## src/rtl/apu_pkg.sv

```systemverilog
// Shared types and frame-step constants for the NES APU frame counter.
package apu_pkg;

  typedef enum logic {
    FRAME_4STEP = 1'b0,
    FRAME_5STEP = 1'b1
  } frame_mode_t;

  localparam int unsigned STEP1   = 32'd7457;
  localparam int unsigned STEP2   = 32'd14913;
  localparam int unsigned STEP3   = 32'd22371;
  localparam int unsigned STEP4_4 = 32'd29829;
  localparam int unsigned STEP4_5 = 32'd37281;
  localparam int unsigned IRQ_PRE = 32'd29828;

endpackage

```

## src/rtl/apu_frame_sequencer_if.sv

```systemverilog
// Signal bundle between the CPU register decode and the frame sequencer.
interface apu_frame_sequencer_if;
  logic       cpu_clk_en;
  logic       wr_en;
  logic [1:0] wr_data;
  logic       status_rd;
  logic       quarter_clk;
  logic       half_clk;
  logic       frame_irq;
  logic       mode;

  modport master (
    output cpu_clk_en, wr_en, wr_data, status_rd,
    input  quarter_clk, half_clk, frame_irq, mode
  );

  modport slave (
    input  cpu_clk_en, wr_en, wr_data, status_rd,
    output quarter_clk, half_clk, frame_irq, mode
  );
endinterface

```

## src/rtl/apu_frame_wr_delay.sv

```systemverilog
// $4017 write-to-reset delay: loads on a write, counts CPU cycles, pulses on expiry.
module apu_frame_wr_delay #(
  parameter int unsigned DLY_EVEN = 4,
  parameter int unsigned DLY_ODD  = 3
) (
  input  logic clk,
  input  logic rst_l,
  input  logic i_cpu_clk_en,
  input  logic i_wr_en,
  input  logic i_odd_phase,
  output logic o_expire
);

  logic [2:0] r_cnt;

  always_ff @(posedge clk) begin
    if (!rst_l) begin
      r_cnt <= 3'd0;
    end else if (i_wr_en) begin
      r_cnt <= i_odd_phase ? 3'(DLY_ODD) : 3'(DLY_EVEN);
    end else if (i_cpu_clk_en && (r_cnt != 3'd0)) begin
      r_cnt <= r_cnt - 3'd1;
    end
  end

  // Expiry is the CPU cycle that takes the count to zero; a fresh write supersedes it.
  assign o_expire = i_cpu_clk_en && !i_wr_en && (r_cnt == 3'd1);

endmodule

```

## src/rtl/apu_frame_sequencer.sv

```systemverilog
// NES APU frame counter ($4017): CPU-cycle step sequencer with quarter/half-frame strobes.
// Optional feature macro FRAME_IRQ_EN builds the frame IRQ flag, irq_inhibit and $4015-read clear.
module apu_frame_sequencer
  import apu_pkg::*;
#(
  parameter int unsigned CNT_WIDTH   = 16,
  parameter int unsigned WR_DLY_EVEN = 4,
  parameter int unsigned WR_DLY_ODD  = 3
) (
  input logic                  clk,
  input logic                  rst_l,
  apu_frame_sequencer_if.slave io_bus
);

  localparam logic [CNT_WIDTH-1:0] C_STEP1   = CNT_WIDTH'(STEP1);
  localparam logic [CNT_WIDTH-1:0] C_STEP2   = CNT_WIDTH'(STEP2);
  localparam logic [CNT_WIDTH-1:0] C_STEP3   = CNT_WIDTH'(STEP3);
  localparam logic [CNT_WIDTH-1:0] C_LAST4   = CNT_WIDTH'(STEP4_4);
  localparam logic [CNT_WIDTH-1:0] C_LAST5   = CNT_WIDTH'(STEP4_5);
  localparam logic [CNT_WIDTH-1:0] C_IRQ_PRE = CNT_WIDTH'(IRQ_PRE);

  frame_mode_t          r_mode;
  logic [CNT_WIDTH-1:0] r_cyc;
  logic                 r_phase;
  logic                 r_quarter;
  logic                 r_half;
  logic                 w_expire;
  logic                 w_last;
  logic                 w_wrap;
  logic                 w_exp5;
  logic [CNT_WIDTH-1:0] w_last_cyc;

  apu_frame_wr_delay #(
    .DLY_EVEN (WR_DLY_EVEN),
    .DLY_ODD  (WR_DLY_ODD)
  ) u_wr_delay (
    .clk          (clk),
    .rst_l        (rst_l),
    .i_cpu_clk_en (io_bus.cpu_clk_en),
    .i_wr_en      (io_bus.wr_en),
    .i_odd_phase  (r_phase),
    .o_expire     (w_expire)
  );

  // Step decode always uses the latched mode, even while an old cyc is still counting.
  assign w_last_cyc = (r_mode == FRAME_5STEP) ? C_LAST5 : C_LAST4;
  assign w_last     = (r_cyc == w_last_cyc);
  assign w_wrap     = (r_cyc >= w_last_cyc);
  assign w_exp5     = w_expire && (r_mode == FRAME_5STEP);

  always_ff @(posedge clk) begin
    if (!rst_l) begin
      r_cyc     <= '0;
      r_phase   <= 1'b0;
      r_mode    <= FRAME_4STEP;
      r_quarter <= 1'b0;
      r_half    <= 1'b0;
    end else begin
      r_quarter <= 1'b0;
      r_half    <= 1'b0;
      if (io_bus.wr_en) begin
        r_mode <= frame_mode_t'(io_bus.wr_data[1]);
      end
      if (io_bus.cpu_clk_en) begin
        r_phase   <= ~r_phase;
        r_quarter <= (r_cyc == C_STEP1) || (r_cyc == C_STEP2) || (r_cyc == C_STEP3) ||
                     w_last || w_exp5;
        r_half    <= (r_cyc == C_STEP2) || w_last || w_exp5;
        if (w_expire || w_wrap) begin
          r_cyc <= '0;
        end else begin
          r_cyc <= r_cyc + CNT_WIDTH'(1);
        end
      end
    end
  end

  assign io_bus.quarter_clk = r_quarter;
  assign io_bus.half_clk    = r_half;
  assign io_bus.mode        = r_mode;

`ifdef FRAME_IRQ_EN
  logic r_inhibit;
  logic r_irq;
  logic r_wrapped;
  logic w_irq_set;
  logic w_inh_wr;

  assign w_inh_wr  = io_bus.wr_en && io_bus.wr_data[0];
  // r_wrapped separates a cyc==0 reached by wrap from one reached by a write reset.
  assign w_irq_set = io_bus.cpu_clk_en && (r_mode == FRAME_4STEP) && !r_inhibit &&
                     ((r_cyc == C_IRQ_PRE) || (r_cyc == C_LAST4) || ((r_cyc == '0) && r_wrapped));

  always_ff @(posedge clk) begin
    if (!rst_l) begin
      r_inhibit <= 1'b0;
      r_irq     <= 1'b0;
      r_wrapped <= 1'b0;
    end else begin
      if (io_bus.wr_en) begin
        r_inhibit <= io_bus.wr_data[0];
      end
      if (io_bus.cpu_clk_en) begin
        r_wrapped <= w_wrap && !w_expire;
      end
      if (w_inh_wr) begin
        r_irq <= 1'b0;
      end else if (w_irq_set) begin
        r_irq <= 1'b1;
      end else if (io_bus.status_rd) begin
        r_irq <= 1'b0;
      end
    end
  end

  assign io_bus.frame_irq = r_irq;
`else
  logic w_unused_irq;
  assign w_unused_irq     = io_bus.status_rd ^ io_bus.wr_data[0];
  assign io_bus.frame_irq = 1'b0;
`endif

endmodule
```

## src/flat_wrapper.sv

```systemverilog
// flat-port wrapper written by rule: the top's interface ports become plain ports
module apu_frame_sequencer_flat import apu_pkg::*;
#(
  parameter int unsigned CNT_WIDTH   = 16,
  parameter int unsigned WR_DLY_EVEN = 4,
  parameter int unsigned WR_DLY_ODD  = 3
)
  (clk, rst_l, io_bus_cpu_clk_en, io_bus_wr_en, io_bus_wr_data, io_bus_status_rd, io_bus_quarter_clk, io_bus_half_clk, io_bus_frame_irq, io_bus_mode);
  apu_frame_sequencer_if io_bus_i ();
  input logic clk;
  input logic rst_l;
  input wire logic [$bits(io_bus_i.cpu_clk_en)-1:0] io_bus_cpu_clk_en;
  input wire logic [$bits(io_bus_i.wr_en)-1:0] io_bus_wr_en;
  input wire logic [$bits(io_bus_i.wr_data)-1:0] io_bus_wr_data;
  input wire logic [$bits(io_bus_i.status_rd)-1:0] io_bus_status_rd;
  output wire logic [$bits(io_bus_i.quarter_clk)-1:0] io_bus_quarter_clk;
  output wire logic [$bits(io_bus_i.half_clk)-1:0] io_bus_half_clk;
  output wire logic [$bits(io_bus_i.frame_irq)-1:0] io_bus_frame_irq;
  output wire logic [$bits(io_bus_i.mode)-1:0] io_bus_mode;
  assign io_bus_i.cpu_clk_en = io_bus_cpu_clk_en;
  assign io_bus_i.wr_en = io_bus_wr_en;
  assign io_bus_i.wr_data = io_bus_wr_data;
  assign io_bus_i.status_rd = io_bus_status_rd;
  assign io_bus_quarter_clk = io_bus_i.quarter_clk;
  assign io_bus_half_clk = io_bus_i.half_clk;
  assign io_bus_frame_irq = io_bus_i.frame_irq;
  assign io_bus_mode = io_bus_i.mode;
  apu_frame_sequencer #(.CNT_WIDTH(CNT_WIDTH), .WR_DLY_EVEN(WR_DLY_EVEN), .WR_DLY_ODD(WR_DLY_ODD)) u_core (.clk(clk), .rst_l(rst_l), .io_bus(io_bus_i));
endmodule
```

## config.mk

```make
export PLATFORM = sky130hd
export DESIGN_NAME = apu_frame_sequencer_flat
export DESIGN_NICKNAME = d
export VERILOG_FILES = /design/src/rtl/apu_pkg.sv /design/src/rtl/apu_frame_sequencer_if.sv /design/src/rtl/apu_frame_wr_delay.sv /design/src/rtl/apu_frame_sequencer.sv /design/src/flat_wrapper.sv
export SDC_FILE = /design/constraint.sdc
export NUM_CORES = 1
export LEC_CHECK = 0
export BUFFER_PORTS_ARGS = -buffer_cell sky130_fd_sc_hd__buf_4
export CAP_MARGIN = 30
export CORE_MARGIN = 10
export CORE_UTILIZATION = 55
export CTS_BUF_LIST = sky130_fd_sc_hd__clkbuf_8
export DETAILED_ROUTE_END_ITERATION = 10
export PLACE_DENSITY_LB_ADDON = 0.1
export RECOVER_POWER = 25
export SYNTH_ARGS = -nofsm -noshare
export SYNTH_HDL_FRONTEND = slang
export SYNTH_SLANG_ARGS = --single-unit
```

## constraint.sdc

```tcl
create_clock -name clk -period 2.55 [get_ports clk]
set_input_delay 0.1275 -clock clk [delete_from_list [all_inputs] [get_ports clk]]
set_output_delay 0.1275 -clock clk [all_outputs]
set_load 0.05 [all_outputs]
```

=== Word-level counts from Yosys, hierarchy flattened ===
Index checks and enable logic that the tools add are counted.

* Register bits: 23
* Logic and storage cells: 35
* Output and inout port bits: 4

* Bitwise gates (word level): 1
* $lt $le $gt $ge: 1
* Add/subtract/negate cells: 2
* Mux-type cells: 5
* Equality and inequality tests: 5
* Reductions and logical operators: 15

{| class="wikitable"
|+ Operator list
! kind !! count
|-
| two-way mux 16 bit || 2
|-
| adder 16 x 1 -> 16 bit (second input constant) || 1
|-
| == test 16 x 13 -> 1 bit (second input constant) || 1
|-
| == test 16 x 14 -> 1 bit (second input constant) || 1
|-
| == test 16 x 15 -> 1 bit (second input constant) || 1
|-
| == test 16 bit || 1
|-
| greater-or-equal comparator 16 bit || 1
|-
| two-way mux 3 bit || 3
|-
| logical OR 1 bit || 7
|-
| logical AND 1 bit || 4
|-
| == test 3 x 1 -> 1 bit (second input constant) || 1
|-
| nonzero test 3 bit || 1
|-
| subtractor 3 x 1 -> 3 bit (second input constant) || 1
|-
| AND reduction 2 bit || 1
|-
| nonzero test 2 bit || 1
|-
| logical NOT 1 bit || 1
|-
| NOT 1 bit || 1
|}

=== Logic depth before layout (Yosys ltp) ===
* Depth after elaboration: 5
* Mapped depth: 8

=== Cells and area by module ===
A second synthesis with hierarchy kept.

* Cell total of the unflattened synthesis: 175
* Area total of the unflattened synthesis: 1502.7 sq um

{| class="wikitable"
|+ By module, submodules not included
! module !! area each (sq um) !! cells each !! instances !! seq. area each (sq um)
|-
| apu_frame_sequencer || 1300.0 || 151 || 1 || 400.4
|-
| apu_frame_wr_delay || 202.7 || 24 || 1 || 60.1
|}

=== Worst setup path after synthesis ===
OpenSTA, ideal clock, no wires.

* Path kind: reg2reg
* Start: register u_core.r_mode, in the netlist u_core.io_bus.mode
* End: register u_core.r_cyc[11]
* Setup time: 115 ps
* Path buffers: 1
* Path slack: 32 ps
* Stages on the path, launching flop included: 9
* Data required time: 2435 ps
* Data arrival time: 2404 ps
* Period minus slack after synthesis: 2518 ps
* Cell sequence: dfxtp_1 -> inv_1 -> ha_1 -> or4bb_1 -> nor4_4 -> nor2_2 -> o211ai_4 -> buf_6 -> nor2_1

* Longest elaborated chain between the ends: 4

{| class="wikitable"
|+ RTL lines
! what !! line !! source
|-
| start: declaration || apu_frame_sequencer.sv:22 || <nowiki>frame_mode_t r_mode;</nowiki>
|-
| start signal: assignment || apu_frame_sequencer.sv:62 || <nowiki>r_mode <= frame_mode_t'(io_bus.wr_data[1]);</nowiki>
|-
| two-way mux 16 bit || apu_frame_sequencer.sv:46 || <nowiki>assign w_last_cyc = (r_mode == FRAME_5STEP) ? C_LAST5 : C_LAST4;</nowiki>
|-
| greater-or-equal comparator 16 bit || apu_frame_sequencer.sv:48 || <nowiki>assign w_wrap = (r_cyc >= w_last_cyc);</nowiki>
|-
| logical OR 1 bit || apu_frame_sequencer.sv:69 || <nowiki>if (w_expire || w_wrap) begin</nowiki>
|-
| two-way mux 16 bit || apu_frame_sequencer.sv:69 ||
|-
| end signal: assignment || apu_frame_sequencer.sv:72 || <nowiki>r_cyc <= r_cyc + CNT_WIDTH'(1);</nowiki>
|-
| end: declaration || apu_frame_sequencer.sv:23 || <nowiki>logic [CNT_WIDTH-1:0] r_cyc;</nowiki>
|}

Every way passes these cells.
A chain may end at the register's enable or synchronous reset.

=== Worst setup path after layout ===
* Start: register u_core.r_mode, in the netlist u_core.io_bus.mode
* End: register u_core.r_cyc[14]

Same word-level chain as after synthesis.

==> summary.txt <==
Outcome
  – Status: finished, final reports clean

Yosys
  – Asr flop ratio synth: 0%
  – Post-synth top cells: 23 x dfxtp_1, 22 x nor2_1, 13 x ha_1, 13 x nand2_1
  – Synth top area share: 33.06%
  – Area contributors post-synth: dfxtp_1 33%, ha_1 12%, nor2_1 5.9%, xor2_1 5.0%, xnor2_1 4.4%
  – Most numerous cell in the Yosys netlist: dfxtp_1
  – Main combinational cell family by area after synthesis: simple AND/OR/NAND/NOR gates
  – Compound-Gate Fraction of Synth Area: 11.68%
  – Simple-Gate Fraction of Synth Area: 28.66%
  – Post-synth cell types: 41
  – Area leader, netlist: dfxtp_1
  – Cell Area, Synth: 1393 sq um
  – Mux contribution to synthesized area: 0.7188%
  – Share of the yosys chip area belonging to registers: 33.06%
  – Mapped Nets: 179
  – Adder-cell share of the synthesized area: 11.68%
  – Number of flops mapped to enable cells by yosys: 0
  – Cells after Synth: 159
  – Avg Cell Area, Syn: 8.758 sq um
  – Synth Flop Type: dfxtp_1
  – Post-Synth XOR/XNOR Area: 9.434%
  – Warnings, synthesis: 0
  – #FFs+latches synth: 23

STA
  – Fmax: 435.2 MHz
  – Min Tclk post-route: 2.298 ns
  – Slew Limit Fails: 0
  – Worst Tran Pin Value: 0.6016 ns
  – Post-route setup slack: 0.2523 ns
  – Setup TNS: 0 ns
  – RSZ-0062 raised after global routing: false
  – # setup viols final: 0
  – Final Skew: 0.005672 ns
  – Fin crit share: 90.10%
  – Max_slew headroom: 60.06%
  – Final hold viol count: 0

Cells and area
  – Final nets: 187
  – Fraction of layout cells with a size suffix above 1: 9.036%
  – Ant diodes: 0
  – Synth-to-layout area growth: 7.098%

Global routing
  – Initial antenna violation count: 0
  – Total gr overflow: 0
  – GRT Overall Usage: 11.95%
  – First-pass GRT wire length: 5092 um
  – Pin count of the biggest net entering global routing: 14
  – Number of global-route vias before repair: 1131

Place
  – Final GP Congestion: 0.7637
  – Port bufs: 7
  – Dpl hpwl: 2177 um
  – Place WS: 0.2715 ns

Hold path
  – Hold Crit Depth: 3
  – Hold crit path type: in2reg
  – Hold path start: io_bus_wr_data[1]
  – End of the worst hold path: u_core.io_bus.mode

CTS
  – Maximum clock insertion buffer count: 2
  – Clock sink total: 23
  – Postcts setup bufs: 0
  – Cts repair resizes: 0
  – Root Driver: clkbuf_8
  – Worst-skew pair later-pin latency: 0.26 ns
  – Clk slew on worst S/H paths: 0.08 ns
  – CTS Buf Count: 3
  – Hold buffers post-CTS: 0
  – CTS tree: yes
  – H-tree Lvls: 1

Setup path
  – CP Launch Type: register
  – Worst reg2reg startpoint: u_core.io_bus.mode
  – R2r setup slk: 0.25 ns
  – CP Capture Type: register
  – Critical path required time: 2.69 ns
  – Reg2Reg Depth: 7
  – Worst Path Arrival: 2.44 ns
  – CP Max Fanout: 13
  – Capture point of the worst reg-to-reg path: u_core.r_cyc[14]
  – WS Path Type: reg2reg

Floorplan
  – Row count: 18
  – Die area: 4945 sq um
  – Core ar.: 2455 sq um
  – DIE WIDTH: 70.32 um
  – I/O pin count: 11
  – Die span in y: 70.32 um
  – Initial core utilization: 56.73%

Detailed routing
  – First-iteration detailed-routing DRC count: 57
  – Routed WL: 2756 um
  – Via count: 1091
  – Routed wire per std cell: 14.06 um
  – Vias/cell: 5.566
  – Post-route DRC: 0
  – Pre-antenna DRT Iters: 4
  – Post-DRT Antenna Nets: 0

Power
  – Static Leak: 0.6255 nW
  – Worst IR drop on VDD: 0.0003019 V
  – PwrDens: 457.2 nW/um^2

Flow run
  – Max Cap Violations: 0
per-layer routing:
| layer | track usage [%] | vias up | wire (um) |
|---|---|---|---|
| met1 | 14.65 | 500 | 1335 |
| met3 | 2.966 | 7 | 65 |
| met2 | 18.76 | 11 | 1307 |
| li1 | - | 573 | - |
| met5 | 0 | - | 0 |
| met4 | 5.921 | 0 | 47 |
cell type report:
cell class | count | area (sq um)
clock buffer | 3 | 41.29
clock inverter | 1 | 3.754
fill | 217 | 963.4
inverter | 8 | 30.03
multi-input combinational | 123 | 869.6
sequential | 23 | 460.4
tap | 30 | 37.54
timing repair buffer | 8 | 48.80
critical path, stage by stage, from the launching register on:
cell	delay, ns
dfxtp_1	0.38
inv_1	0.10
ha_1	0.30
or4bb_1	0.53
nor4_4	0.26
nor2_2	0.12
o211ai_4	0.37
nor2_1	0.10
stage by stage:
stage | area, sq um | std cells | util (%) | hold WS, ns | total power (W)
global route | 1491 | 196 | 60.75 | 0.1064 | 0.0007220
floorplan | 1393 | 159 | - | 0.2609 | 0.0004520
CTS | 1503 | 196 | 61.21 | 0.09963 | 0.0006935
global placement | 1458 | 192 | 59.38 | 0.3669 | 0.0004690
detailed placement | 1458 | 192 | 59.38 | 0.3772 | 0.0004735
finish | 1491 | 196 | 60.75 | 0.1005 | 0.0006818
sequential cells by signal, summed over array words and instances (netlist names):
| name | cells |
|---|---|
| u_core.io_bus.half_clk | 1 |
| u_core.io_bus.mode | 1 |
| u_core.io_bus.quarter_clk | 1 |
| u_core.r_cyc | 16 |
| u_core.r_phase | 1 |
| u_core.u_wr_delay.r_cnt | 3 |
worst max path at each step:
stage	startpoint	to	slack [ns]	depth (start not counted)
after floorplan	u_core.io_bus.mode	u_core.r_cyc[11]	0.03	8
after global routing	u_core.io_bus.mode	u_core.r_cyc[14]	0.11	7
after detailed placement	u_core.io_bus.mode	u_core.r_cyc[6]	0.27	7
after CTS	u_core.io_bus.mode	u_core.r_cyc[14]	0.25	7
after global placement	u_core.io_bus.mode	u_core.r_cyc[5]	0.33	7
final	u_core.io_bus.mode	u_core.r_cyc[14]	0.25	7
power breakdown:
group / internal, W / total, W / switching (W)
registers: 0.000369 / 0.000377 / 0.00000818
clock network: 0.000107 / 0.000218 / 0.000111
logic: 0.0000358 / 0.0000869 / 0.0000512
cell families (layout without fill, tap and decap cells):
kind of cell / Yosys count / in the layout
AND/OR/NAND/NOR: 73 / 73
flip-flops: 23 / 23
AO/OA/AOI/OAI: 20 / 20
XOR/XNOR: 15 / 15
adder cells (fa/ha/maj): 13 / 13
buffers and inverters: 13 / 20
other: 1 / 1
multiplexers: 1 / 1
cells in the final DEF (no fill, tap or decap), drive strengths merged, types with 2 or more instances in the layout:
cell / instances
nor2: 23
nand4: 6
and3: 2
ha: 13
nand3: 7
xor2: 8
and4: 3
inv: 9
nor2b: 2
buf: 5
nor3: 5
nand2: 13
xnor2: 7
nor4: 2
a211o: 2
nand4b: 2
dfxtp: 23
o21ai: 3
clkbuf: 6
a21oi: 8
(Power assumes the default switching activity.)
